<file path="src/rtl/nn_layer_sequencer.sv">
// nn_layer_sequencer
// Initiator for one fully-connected layer built from N_OUT parallel MAC
// neurons. Streams the input vector (and, via the shared read address, the
// weight rows) into the neurons, keeps Active asserted while the MAC
// pipeline drains, then serialises the held Z outputs into a result RAM.
//
// Build option: define NN_SEQ_RELU_EN to apply ReLU to each result on
// write-back (hidden layers). Leave it undefined for the output layer so
// the raw scores reach the arg-max stage. Timing is identical either way.
//
// All outputs are decoded combinationally from the state register and the
// step counter, so an asynchronous reset forces every output to zero in
// the same cycle it is asserted.

module nn_layer_sequencer #(
    parameter int N_IN    = 784,
    parameter int N_OUT   = 20,
    parameter int MAC_LAT = 3,
    parameter int ADDR_W  = 10,
    parameter int DATA_W  = 16
) (
    input  logic              i_clk,
    input  logic              i_reset,
    input  logic              i_start,
    output logic              o_busy,
    output logic              o_done,
    output logic              o_rd_en,
    output logic [ADDR_W-1:0] o_rd_addr,
    input  logic [DATA_W-1:0] i_rd_data,
    output logic [DATA_W-1:0] o_x,
    output logic              o_active,
    output logic [ADDR_W-1:0] o_z_sel,
    input  logic [DATA_W-1:0] i_z_in,
    output logic              o_y_we,
    output logic [ADDR_W-1:0] o_y_addr,
    output logic [DATA_W-1:0] o_y_data
);

    // Step counter must reach N_IN (last FEED cycle) and must be at least
    // ADDR_W wide so the address outputs are a plain slice of it.
    localparam int CNT_RAW = $clog2(N_IN + MAC_LAT + N_OUT + 2) + 1;
    localparam int CNT_W   = (ADDR_W > CNT_RAW) ? ADDR_W : CNT_RAW;

    // Last counter value of each timed state.
    localparam logic [CNT_W-1:0] FEED_LAST  = CNT_W'(N_IN);
    localparam logic [CNT_W-1:0] DRAIN_LAST = CNT_W'(MAC_LAT);
    localparam logic [CNT_W-1:0] WRITE_LAST = CNT_W'(N_OUT - 1);
    localparam logic [CNT_W-1:0] RD_LIMIT   = CNT_W'(N_IN);

    typedef enum logic [2:0] {
        S_IDLE  = 3'd0,
        S_FEED  = 3'd1,
        S_DRAIN = 3'd2,
        S_WRITE = 3'd3,
        S_DONE  = 3'd4
    } state_t;

    state_t             r_state;
    state_t             w_state_next;
    logic [CNT_W-1:0]   r_cnt;

    logic               w_relu_neg;
    logic [DATA_W-1:0]  w_f_z;

    // ------------------------------------------------------------------
    // Write-back transfer function f(z)
    // ------------------------------------------------------------------
`ifdef NN_SEQ_RELU_EN
    // Negative Q4.11 results are clamped to zero.
    assign w_relu_neg = i_z_in[DATA_W-1];
`else
    // Raw scores pass through untouched.
    assign w_relu_neg = 1'b0;
`endif

    // Per-bit mask: every bit is cleared when the value is to be zeroed.
    generate
        for (genvar gi = 0; gi < DATA_W; gi++) begin : g_relu_mask
            assign w_f_z[gi] = i_z_in[gi] & ~w_relu_neg;
        end
    endgenerate

    // ------------------------------------------------------------------
    // FSM
    // ------------------------------------------------------------------

    // State register and step counter; counter restarts on every state entry.
    always_ff @(posedge i_clk or posedge i_reset) begin
        if (i_reset) begin
            r_state <= S_IDLE;
            r_cnt   <= '0;
        end else begin
            r_state <= w_state_next;
            if (w_state_next != r_state) begin
                r_cnt <= '0;
            end else if (r_state != S_IDLE) begin
                r_cnt <= r_cnt + 1'b1;
            end
        end
    end

    // Next-state decode; Start is only looked at in IDLE.
    always_comb begin
        w_state_next = r_state;
        case (r_state)
            S_IDLE: begin
                if (i_start) begin
                    w_state_next = S_FEED;
                end
            end
            S_FEED: begin
                if (r_cnt == FEED_LAST) begin
                    w_state_next = S_DRAIN;
                end
            end
            S_DRAIN: begin
                if (r_cnt == DRAIN_LAST) begin
                    w_state_next = S_WRITE;
                end
            end
            S_WRITE: begin
                if (r_cnt == WRITE_LAST) begin
                    w_state_next = S_DONE;
                end
            end
            S_DONE: begin
                w_state_next = S_IDLE;
            end
            default: begin
                w_state_next = S_IDLE;
            end
        endcase
    end

    // Output decode from state and counter.
    always_comb begin
        o_busy    = (r_state != S_IDLE);
        o_done    = 1'b0;
        o_rd_en   = 1'b0;
        o_rd_addr = '0;
        o_x       = '0;
        o_active  = 1'b0;
        o_z_sel   = '0;
        o_y_we    = 1'b0;
        o_y_addr  = '0;
        o_y_data  = '0;
        case (r_state)
            S_FEED: begin
                // Read k while k < N_IN; its data lands one cycle later,
                // which is why Active starts at cnt=1. The cnt=0 cycle with
                // Active low clears the accumulators before the first product.
                if (r_cnt < RD_LIMIT) begin
                    o_rd_en   = 1'b1;
                    o_rd_addr = r_cnt[ADDR_W-1:0];
                end
                if (r_cnt != '0) begin
                    o_active = 1'b1;
                    o_x      = i_rd_data;
                end
            end
            S_DRAIN: begin
                // Zero products only, while the last real products work
                // through the MAC pipeline and land in Z.
                o_active = 1'b1;
            end
            S_WRITE: begin
                // Active low: neurons hold Z. Walk the Z mux one neuron per cycle.
                o_z_sel  = r_cnt[ADDR_W-1:0];
                o_y_we   = 1'b1;
                o_y_addr = r_cnt[ADDR_W-1:0];
                o_y_data = w_f_z;
            end
            S_DONE: begin
                o_done = 1'b1;
            end
            default: begin
            end
        endcase
    end

endmodule

</file>
<file path="config.mk">
export PLATFORM = sky130hd
export DESIGN_NAME = nn_layer_sequencer
export DESIGN_NICKNAME = d
export VERILOG_FILES = /design/src/rtl/nn_layer_sequencer.sv
export SDC_FILE = /design/constraint.sdc
export NUM_CORES = 1
export LEC_CHECK = 0
export ABC_AREA = 1
export BUFFER_PORTS_ARGS = -buffer_cell sky130_fd_sc_hd__buf_2
export CAP_MARGIN = 20
export CORE_MARGIN = 2
export CORE_UTILIZATION = 37
export DETAILED_ROUTE_END_ITERATION = 7
export PLACE_DENSITY = 0.77
export SKIP_CTS_REPAIR_TIMING = 1
export SYNTH_ARGS = -nofsm -noshare
export SYNTH_HDL_FRONTEND = slang
export SYNTH_SLANG_ARGS = --single-unit
</file>
<file path="constraint.sdc">
create_clock -name i_clk -period 1.7 [get_ports i_clk]
set_clock_uncertainty 0.15 [all_clocks]
set_input_delay 0.17 -clock i_clk [delete_from_list [all_inputs] [get_ports i_clk]]
set_output_delay 0.17 -clock i_clk [all_outputs]
set_load 0.005 [all_outputs]
</file>
Word level (Yosys, flattened, before mapping)
Cells that the tools add are included.
Word-level totals
  output and inout port bits: 67
  register bits: 14
  bits of input ports: 35
  word-level logic and storage cells: 35
Operators by class
  order comparisons: 1
  reduce and logical (&&, ||, !) cells: 4
  add/subtract/negate cells: 1
  mux-type cells: 19
  equal/unequal tests: 8
Operators by type and width (number)
  $mux 16: 3
  $mux 10: 3
  $mux 11: 2
  $mux 3: 4
  $pmux 3 s4: 1
  $add 11x1->11 const B: 1
  $eq 11x10->1 const B: 1
  $eq 11x2->1 const B: 1
  $eq 11x5->1 const B: 1
  $lt 11x10->1 const B: 1
  $reduce_bool 11->1: 1
  $eq 3x2->1 const B: 2
  $mux 1: 5
  $eq 3x1->1 const B: 1
  $eq 3x3->1 const B: 1
  $logic_not 3->1: 1
  $ne 3x3->1: 1
  $reduce_bool 3->1: 1
  $pmux 1 s2: 1
  $reduce_bool 2->1: 1

Depth between registers and ports, before layout
Gate-level depths: netlist of the first run.
  word-level depth: 5
  depth in mapped cells: 11
  gate-level depth less buffers: 10

Least setup slack after synthesis of the first run
Ideal clock, no wire load.
  path kind: reg-to-reg
  start point: reg r_cnt[0]
  end point: reg r_cnt[0]
  setup slack: 0.048 ns
  stages on the path, launching flop included: 12
  library setup time: 0.069 ns
  data arrival time: 1.433 ns
  data required time: 1.481 ns
  clock period less this slack: 1.652 ns
  path buffers: 1
  path through: dfrtp_1 -> inv_1 -> ha_1 -> nand2_2 -> nor2_2 -> nand2_2 -> nand2_2 -> nand2_1 -> o21ai_1 -> nand3_2 -> buf_6 -> nor2_2
On the way
  longest elaborated chain between the ends: 5
  elaborated cells between the ends (all ways): 12
  those cells by class: add/sub (1); eq/ne (4); mux (6); reduce/logical (1)
RTL lines
  from (decl): RTL line 60  | logic [CNT_W-1:0] r_cnt;
  from (signal assigned): RTL line 97  | r_cnt <= r_cnt + 1'b1;
  $eq 11x5->1, or another cell as far along: RTL line 122  | if (r_cnt == WRITE_LAST) begin
  $mux 3, on equally long branches: RTL line 122, 112, 117
  $pmux 3 s4: RTL line 105  | case (r_state)
  $ne 3x3->1: RTL line 94  | if (w_state_next != r_state) begin
  $mux 11 or $reduce_bool 2->1 (tied branches)
Parallel ways exist; a longest one is shown, timed or not. The select of a mux whose other input is x is not followed.
A chain may end at the register's enable or synchronous reset.

Worst setup path after layout of the first run
  start point: reg r_cnt[7]
  end point: out o_x[2]
On the way
  longest elaborated chain between the ends: 3
RTL lines
  $reduce_bool 11->1: RTL line 156  | if (r_cnt != '0) begin
  $mux 16: RTL line 156
  $mux 16: RTL line 147  | case (r_state)
  to (decl): RTL line 30  | output logic [DATA_W-1:0] o_x,
Every way passes these cells.

==> results of run 1 <==
[cells in the final DEF, fill, tap and decap left out, types with 4 or more instances in the layout]
master	count
nor2_4	13
buf_4	25
xor2_1	7
nand4_1	4
nand2_1	17
nand2_2	6
buf_2	101
inv_1	41
nand3_1	7
inv_2	12
nor2_1	47
dfrtp_1	11
nor2_2	17
[per-layer routing]
layer | track usage | up-vias
li1 | - | 881
met1 | 0.1816 | 738
met2 | 0.3245 | 58
met3 | 0.03767 | 7
met4 | 0.08594 | 0
met5 | 0 | -
[flip-flops by register name, indices dropped and copies added, names as in the netlist]
name	cells
r_cnt	11
r_state	3
[Yosys cell counts]
master,n,share of area
nand2_1,20,0.053
o31ai_4,1,0.015
o21ai_1,1,0.0036
o211ai_1,1,0.0053
nor2_2,15,0.067
xor2_1,7,0.044
nor2b_4,1,0.0098
nand4_1,4,0.018
a21boi_1,1,0.0053
buf_4,10,0.053
inv_2,9,0.024
nor2_1,62,0.17
ha_1,2,0.018
buf_2,1,0.0036
nor3_1,4,0.014
dfrtp_1,14,0.25
nand3_1,8,0.028
or2_2,1,0.0045
nor3_4,1,0.012
nand3_2,1,0.0071
nand2_2,5,0.022
nand3_4,2,0.025
buf_1,2,0.0053
inv_1,45,0.12
o21ai_0,1,0.0036
buf_6,2,0.016
nand2_4,1,0.0080
[area by class of cell]
type                    instances  share of cell area
multi-input cells             139              0.3835
repair buffers                132              0.3356
flip-flops and latches         14              0.1505
inverters                      54             0.08723
well taps                      48             0.02553
clock buffers                   3             0.01755
[final timing paths]
kind,start,end,depth (start not counted)
hold reg to reg,r_cnt[10],r_cnt[10],2
setup reg to reg,r_cnt[0],r_cnt[9],12
setup / recovery,r_cnt[7],o_x[2],8
hold / removal,i_start,r_state[0],4
min in group asynchronous,i_reset,r_state[1],3
max in group asynchronous,i_reset,r_state[0],3
[critical path: cells and delay by family, from the launching register on]
family | cells | cell delay, ns
buffers and inverters | 4 | 0.44
flip-flops | 1 | 0.39
AO/OA/AOI/OAI | 1 | 0.26
AND/OR/NAND/NOR | 3 | 0.23
[through the flow]
stage	std cells	area, um2	hold WS (ns)	power [mW]	TNS [ns]
after floorplan	222	1406	-0.09078	0.3710	0
after global placement	376	2037	0.08608	0.4262	0
after detailed placement	376	2037	0.1010	0.4280	-0.2242
after CTS	379	2078	-0.1665	0.7068	-9.125
after global routing	390	2352	0.2636	0.7311	-8.792
final	390	2352	0.2269	0.6949	-5.271
[logic make-up (layout without fill, tap and decap cells)]
group	count (synthesis)	count (layout)
AND/OR/NAND/NOR	125	125
AO/OA/AOI/OAI	5	5
adder cells (fa/ha/maj)	2	2
buffers and inverters	69	189
XOR/XNOR	7	7
flip-flops	14	14
[report_power, final]
part	internal, mW	total (mW)	switching (mW)
logic	0.0516	0.0900	0.0384
clock network	0.157	0.272	0.115
registers	0.333	0.333	0
total	0.542	0.695	0.153
==> impl_metrics.ini, run 1 <==
[floorplanning]
rows = 22
dieArea_um2 = 4310
num_io_pins = 102
die_h_um = 65.65
start_util = 0.3841
core_area_um2 = 3661
die_x_um = 65.65

[sta]
fin_crit_sh = 1.118
fmax_mhz = 526.0
slew_viol_final = 0
worst_slew_pin_slew_ns = 0.5587
min_period_ns = 1.901
fin_ws_ns = -0.2012
rsz0062_at_grt = yes
hold_viol = 0
slew_headroom = 0.6271
setup_viol = 39

[setup_path]
worst_ep_arrival_time_ns = 1.58
criticalPathCategory = reg -> out
worstPathMaxFanout = 16
cp-start-kind = flip-flop
end_kind = output port
required_ns = 1.38
path_common_cell = inv_2
worstPathCellList = inv_2 -> nand2_4 -> nor2_4 -> inv_2 -> o31ai_4 -> buf_12 -> nor2_1 -> buf_2
crit_slowest_cell = dfrtp_1
slowest_delay_ns = 0.39
regToRegSetupSlack_ns = -0.10

[route]
wl_met3_um = 272
drc = 0
dr_wl_met2_um = 2298
wl_met1_um = 1630
drt_iter0_drc = 46
ant_nets = 0
drt_wl_total_um = 4257
vias = 1684
wire_per_inst_um = 10.92
drt_pre_antenna_iters = 6
top_layer = met4
routed_via_density = 4.318

[yosys]
syn_nets = 259
synth_cell_types = 27
synth.yosys.seq_area_share = 0.2491
synth-compound-area-share = 0.03292
synth_mux_area_frac = 0
synth_top_family_by_area = simple AND/OR/NAND/NOR gates
syn_area_per_cell_um2 = 6.335
netlist_area_um2 = 1406
ys_warn_count = 0
synth_xor_area_frac = 0.04359
synth-simple-area-share = 0.4342
synth-seq-cells = 14
yosys.area_share.adder = 0.01779
synth_cells = 222

[layout]
layout.nets = 381
final_util = 0.6425
drive_above_1_share = 0.5877
antenna_cells = 0
syn_to_final_growth_pct = 67.26
multiInputGateArea_um2 = 902.1
regArea_um2 = 354.1
fillCellCount = 302

[run_status]
failed_checks = setup timing
outcome = complete, but fails checks

[cts]
clk_pin_slew_ns = 0.06
htree_levels = 1
root_buffer = clkbuf_8
clkSinkCount = 14
clk_latency_ns = 0.25
cts_buffers = 3
cts_tree = yes
cts_buffer_depth = 2

[placed_design]
hpwl_um = 3063
place_ws_ns = -0.03587
io_buffers = 101
gp_congestion = 0.8354

[global_routing]
grt_pass1_vias = 1434
grt_max_degree = 22
grt_remaining_overflow = 0
grt_pass1_wl_um = 5851
grt_usage = 0.1742
antenna_found_initial = 0

[power_and_ir_drop]
cellLeakagePower_nw = 1.407
ir_drop_mv = 0.3419
pwr_density_cell_nw_per_um2 = 295.4

[worst_hold_path]
hp-class = in -> reg

[flow_run]
cap_violations = 0
No activity file was read; power rests on OpenSTA's default activity.
==> run 2, diff against run 1 <==
Settings changed: CORE_UTILIZATION 37 to 40, PLACE_DENSITY 0.77 to 0.79.
Clock period 1.7 ns to 1.81 ns, I/O delays scaled along.
==> run 2 against run 1 <==
Compared with the run above: the run still ends with setup timing left; sequential share of layout area is 0.73 points higher; clock power is 12% lower; register-to-register slack better by 0.04 ns; sequential power is 6.3% lower; via count is 2.5% higher; total power is 7.6% lower.
==> impl_metrics.ini, run 2 (synthesized netlist as in run 1, its figures left out) <==
[floorplanning]
dieArea_um2 = 4006
rows = 21
num_io_pins = 102
core_area_um2 = 3363
die_x_um = 63.30
die_h_um = 63.30
start_util = 0.4182

[route]
drt_pre_antenna_iters = 4
vias = 1726
drc = 0
ant_nets = 0
wire_per_inst_um = 11.42
routed_via_density = 4.472
drt_wl_total_um = 4407
drt_iter0_drc = 28

[setup_path]
worstPathCellList = inv_2 -> nand2_2 -> nor2_2 -> inv_2 -> o31ai_4 -> clkbuf_16 -> nor2_1 -> buf_2
cp-start-kind = flip-flop
worstPathMaxFanout = 8
criticalPathCategory = reg -> out
path_common_cell = inv_2
regToRegSetupSlack_ns = -0.06
end_kind = output port
slowest_delay_ns = 0.42
required_ns = 1.48
crit_slowest_cell = dfrtp_1
worst_ep_arrival_time_ns = 1.82

[power_and_ir_drop]
p_switching_mw = 0.1559
intPower_mw = 0.4861
combPwrFrac = 0.141
swShare = 0.2428
pwr_density_cell_nw_per_um2 = 287.1
clkPwrFrac = 0.373
seqPwrFrac = 0.487
ir_drop_mv = 0.2719
cellLeakagePower_nw = 1.386

[cts]
htree_levels = 1
cts_buffers = 3
cts_tree = yes
clk_pin_slew_ns = 0.09
clk_latency_ns = 0.30
root_buffer = clkbuf_4
clkSinkCount = 14
cts_buffer_depth = 2

[global_routing]
grt_pass1_vias = 1486
grt_remaining_overflow = 0
grt_usage = 0.1851
grt_max_degree = 21
grt_pass1_wl_um = 6106
antenna_found_initial = 0

[sta]
slew_headroom = 0.6368
slew_viol_final = 0
hold_viol = 0
fin_ws_ns = -0.3437
rsz0062_at_grt = yes
fmax_mhz = 464.3
setup_viol = 37
fin_crit_sh = 1.190
min_period_ns = 2.154
worst_slew_pin_slew_ns = 0.5441

[run_status]
failed_checks = setup timing
outcome = complete, but fails checks

[layout]
largest_reg_flops = 11
fillCellCount = 300
layout.nets = 378
final_common_cell = buf_2
drive_above_1_share = 0.5706
antenna_cells = 0
top_regs = r_cnt (11), r_state (3)
syn_to_final_growth_pct = 58.99
final_cell_mix = buf_2 (101), nor2_1 (45), inv_1 (43), nor2_2 (30), buf_4 (21)
layout.cells.non_filler = 386
regMostFlops = r_cnt
design_area_um2 = 2236

[placed_design]
gp_congestion = 0.8620
io_buffers = 101
hpwl_um = 3019
placed_cells = 364
placed_area_um2 = 1947

[flow_run]
cap_violations = 0

[worst_hold_path]
hp-class = in -> reg
run 2: worst max-delay path: cells and delay by family (launching register included):
family | cells | cell delay (ns)
AND/OR/NAND/NOR | 3 | 0.24
flip-flops | 1 | 0.42
buffers and inverters | 4 | 0.52
AO/OA/AOI/OAI | 1 | 0.33
run 2: power groups by stage:
stage          clock network [mW]  registers (mW)  logic, mW
5_1_grt                     0.255           0.313      0.102
3_3_place_gp                    0           0.319     0.0825
2_1_floorplan                   0           0.319     0.0297
6_report                    0.239           0.312     0.0903
3_5_place_dp                    0           0.319     0.0844
4_1_cts                     0.243           0.312     0.0847
run 2: stage by stage:
step                      hold slack [ns]  TNS (ns)  total power, mW  setup slack [ns]    util
after floorplan                  -0.07978         0           0.3484            0.1582       -
after global placement             0.1079         0           0.4012           0.07024  0.5789
after detailed placement           0.1041         0           0.4031           0.05528  0.5789
after CTS                         -0.2300    -8.575           0.6405           -0.2887  0.5897
after global routing               0.2621    -11.12           0.6698           -0.4453  0.6648
final                              0.2197    -7.666           0.6420           -0.3437  0.6648
run 2: layout make-up:
cell class | count | area (um2) | share of cell area
repair buffers | 129 | 772.0 | 0.3453
inverters | 54 | 207.7 | 0.09289
well taps | 46 | 57.56 | 0.02574
flip-flops and latches | 14 | 352.8 | 0.1578
clock buffers | 4 | 36.28 | 0.01623
multi-input cells | 139 | 809.5 | 0.3621
run 2: worst paths after layout:
path / start / to / cells past startpoint
max: r_cnt[5] / o_x[4] / 8
min: i_start / r_state[0] / 4
max reg2reg: r_cnt[5] / r_cnt[2] / 10
min reg2reg: r_cnt[5] / r_cnt[5] / 2
max in group asynchronous: i_reset / r_state[2] / 3
min in group asynchronous: i_reset / r_cnt[7] / 3
run 2: metal layers:
metal	GRT usage	up-vias	share of wire
met5	0	-	0
met4	0.07337	0	0.010
met3	0.03214	4	0.056
met2	0.3524	60	0.53
met1	0.2011	789	0.40
li1	-	873	-
==> run 3, diff against run 2 <==
Settings changed: SKIP_LAST_GASP set to 1.
==> run 3 against run 2 <==
Compared with the run above: the flow still finishes with violations (setup timing); combinational power down 0.7%; cell area shrank 0.11%; sequential power is essentially flat; sequential cell count did not move; critical path depth stayed put; routed wire length fell by 0.54%; critical endpoint unchanged; largest cell class unchanged; highest routed layer unchanged.
==> impl_metrics.ini, run 3 (synthesized netlist as in run 1, its figures left out) <==
[run_status]
outcome = complete, but fails checks
failed_checks = setup timing

[setup_path]
r2r_end = r_cnt[7]
required_ns = 1.48
cp-start-kind = flip-flop
regToRegSetupSlack_ns = -0.06
worstPathMaxFanout = 8
worst_ep_arrival_time_ns = 1.82
reg2reg_depth = 11
criticalPathCategory = reg -> out
end_kind = output port
worstReg2RegStart = r_cnt[5]

[power_and_ir_drop]
cellLeakagePower_nw = 1.385
ir_drop_mv = 0.2724
pwr_density_cell_nw_per_um2 = 287.1
finalPower_mw = 0.6412

[cts]
htree_levels = 1
cts_tree = yes
clk_pin_slew_ns = 0.09
cts_buffer_depth = 2
clk_latency_ns = 0.30
clkSinkCount = 14
cts_buffers = 3
root_buffer = clkbuf_4

[floorplanning]
num_io_pins = 102
die_x_um = 63.30
start_util = 0.4182
core_area_um2 = 3363
rows = 21
dieArea_um2 = 4006
die_h_um = 63.30

[route]
vias = 1714
routed_via_density = 4.440
ant_nets = 0
drt_wl_total_um = 4383
drt_pre_antenna_iters = 4
drt_iter0_drc = 32
drc = 0
wire_per_inst_um = 11.35

[sta]
hold_slack_ns = 0.2187
slew_headroom = 0.6384
fin_crit_sh = 1.190
worst_slew_pin_slew_ns = 0.5419
rsz0062_at_grt = yes
setup_tns_ns = -7.634
slew_viol_final = 0
hold_viol = 0
fmax_mhz = 464.2
fin_ws_ns = -0.3444
min_period_ns = 2.154
setup_viol = 37

[layout]
layout.nets = 378
final_common_cell = buf_2
largest_reg_flops = 11
layout.cells.non_filler = 386
top_regs = r_cnt (11), r_state (3)
regMostFlops = r_cnt
drive_above_1_share = 0.5676
fillCellCount = 301
antenna_cells = 0
final_cell_mix = buf_2 (101), nor2_1 (46), inv_1 (43), nor2_2 (29), buf_4 (21)
design_area_um2 = 2233
syn_to_final_growth_pct = 58.81

[worst_hold_path]
hp-start = i_start
hp-class = in -> reg
holdPathStages = 4
hold_end = r_state[0]

[global_routing]
use_met2 = 0.3524
antenna_found_initial = 0
top_usage_layer = met2
met1_usage = 0.2011
grt_pass1_wl_um = 6106
grt_max_degree = 21
grt_remaining_overflow = 0
grt_pass1_vias = 1486
grt_usage = 0.1851
gr-usage-met3 = 0.03214

[placed_design]
gp_congestion = 0.8620
placed_cells = 364
io_buffers = 101
placed_area_um2 = 1947
hpwl_um = 3019

[flow_run]
cap_violations = 0
run 3: routing by layer:
layer	vias to the layer above	wire, um
met4	0	44
met1	782	1772
met2	56	2325
met5	-	0
met3	4	240
li1	872	-
run 3: worst max-delay path, cell delays in order, from the launching register on:
cell,delay (ns)
dfrtp_1,0.42
inv_2,0.12
nand2_2,0.06
nor2_2,0.14
inv_2,0.07
o31ai_4,0.33
clkbuf_16,0.22
nor2_1,0.04
buf_2,0.12
run 3: worst max path at each step:
stage | startpoint | end | depth (start not counted)
3_3_place_gp | r_cnt[1] | r_cnt[5] | 11
5_1_grt | r_cnt[7] | o_x[4] | 8
3_5_place_dp | r_cnt[1] | r_cnt[4] | 11
2_1_floorplan | r_cnt[0] | r_cnt[0] | 11
6_report | r_cnt[5] | o_x[4] | 8
4_1_cts | r_cnt[7] | o_x[9] | 8
run 3: power by group:
part / internal (mW) / leakage (nW) / switching (mW) / total, mW
Sequential: 0.312 / 0.174 / 0 / 0.312
Clock: 0.123 / 0.0210 / 0.116 / 0.239
Combinational: 0.0503 / 1.19 / 0.0394 / 0.0897
Total: 0.486 / 1.39 / 0.155 / 0.641
run 3: stage by stage:
stage	utilization	worst slack [ns]
2_1_floorplan	-	0.1582
3_3_place_gp	0.5789	0.07024
3_5_place_dp	0.5789	0.05528
4_1_cts	0.5897	-0.2887
5_1_grt	0.6641	-0.4453
6_report	0.6641	-0.3444
run 3: final cells by class:
type | count | area (um2) | area share
Sequential cell | 14 | 352.8 | 0.1580
Multi-Input combinational cell | 139 | 807.0 | 0.3613
Tap cell | 46 | 57.56 | 0.02577
Inverter | 54 | 207.7 | 0.09300
Timing Repair Buffer | 129 | 772.0 | 0.3457
Clock buffer | 4 | 36.28 | 0.01625
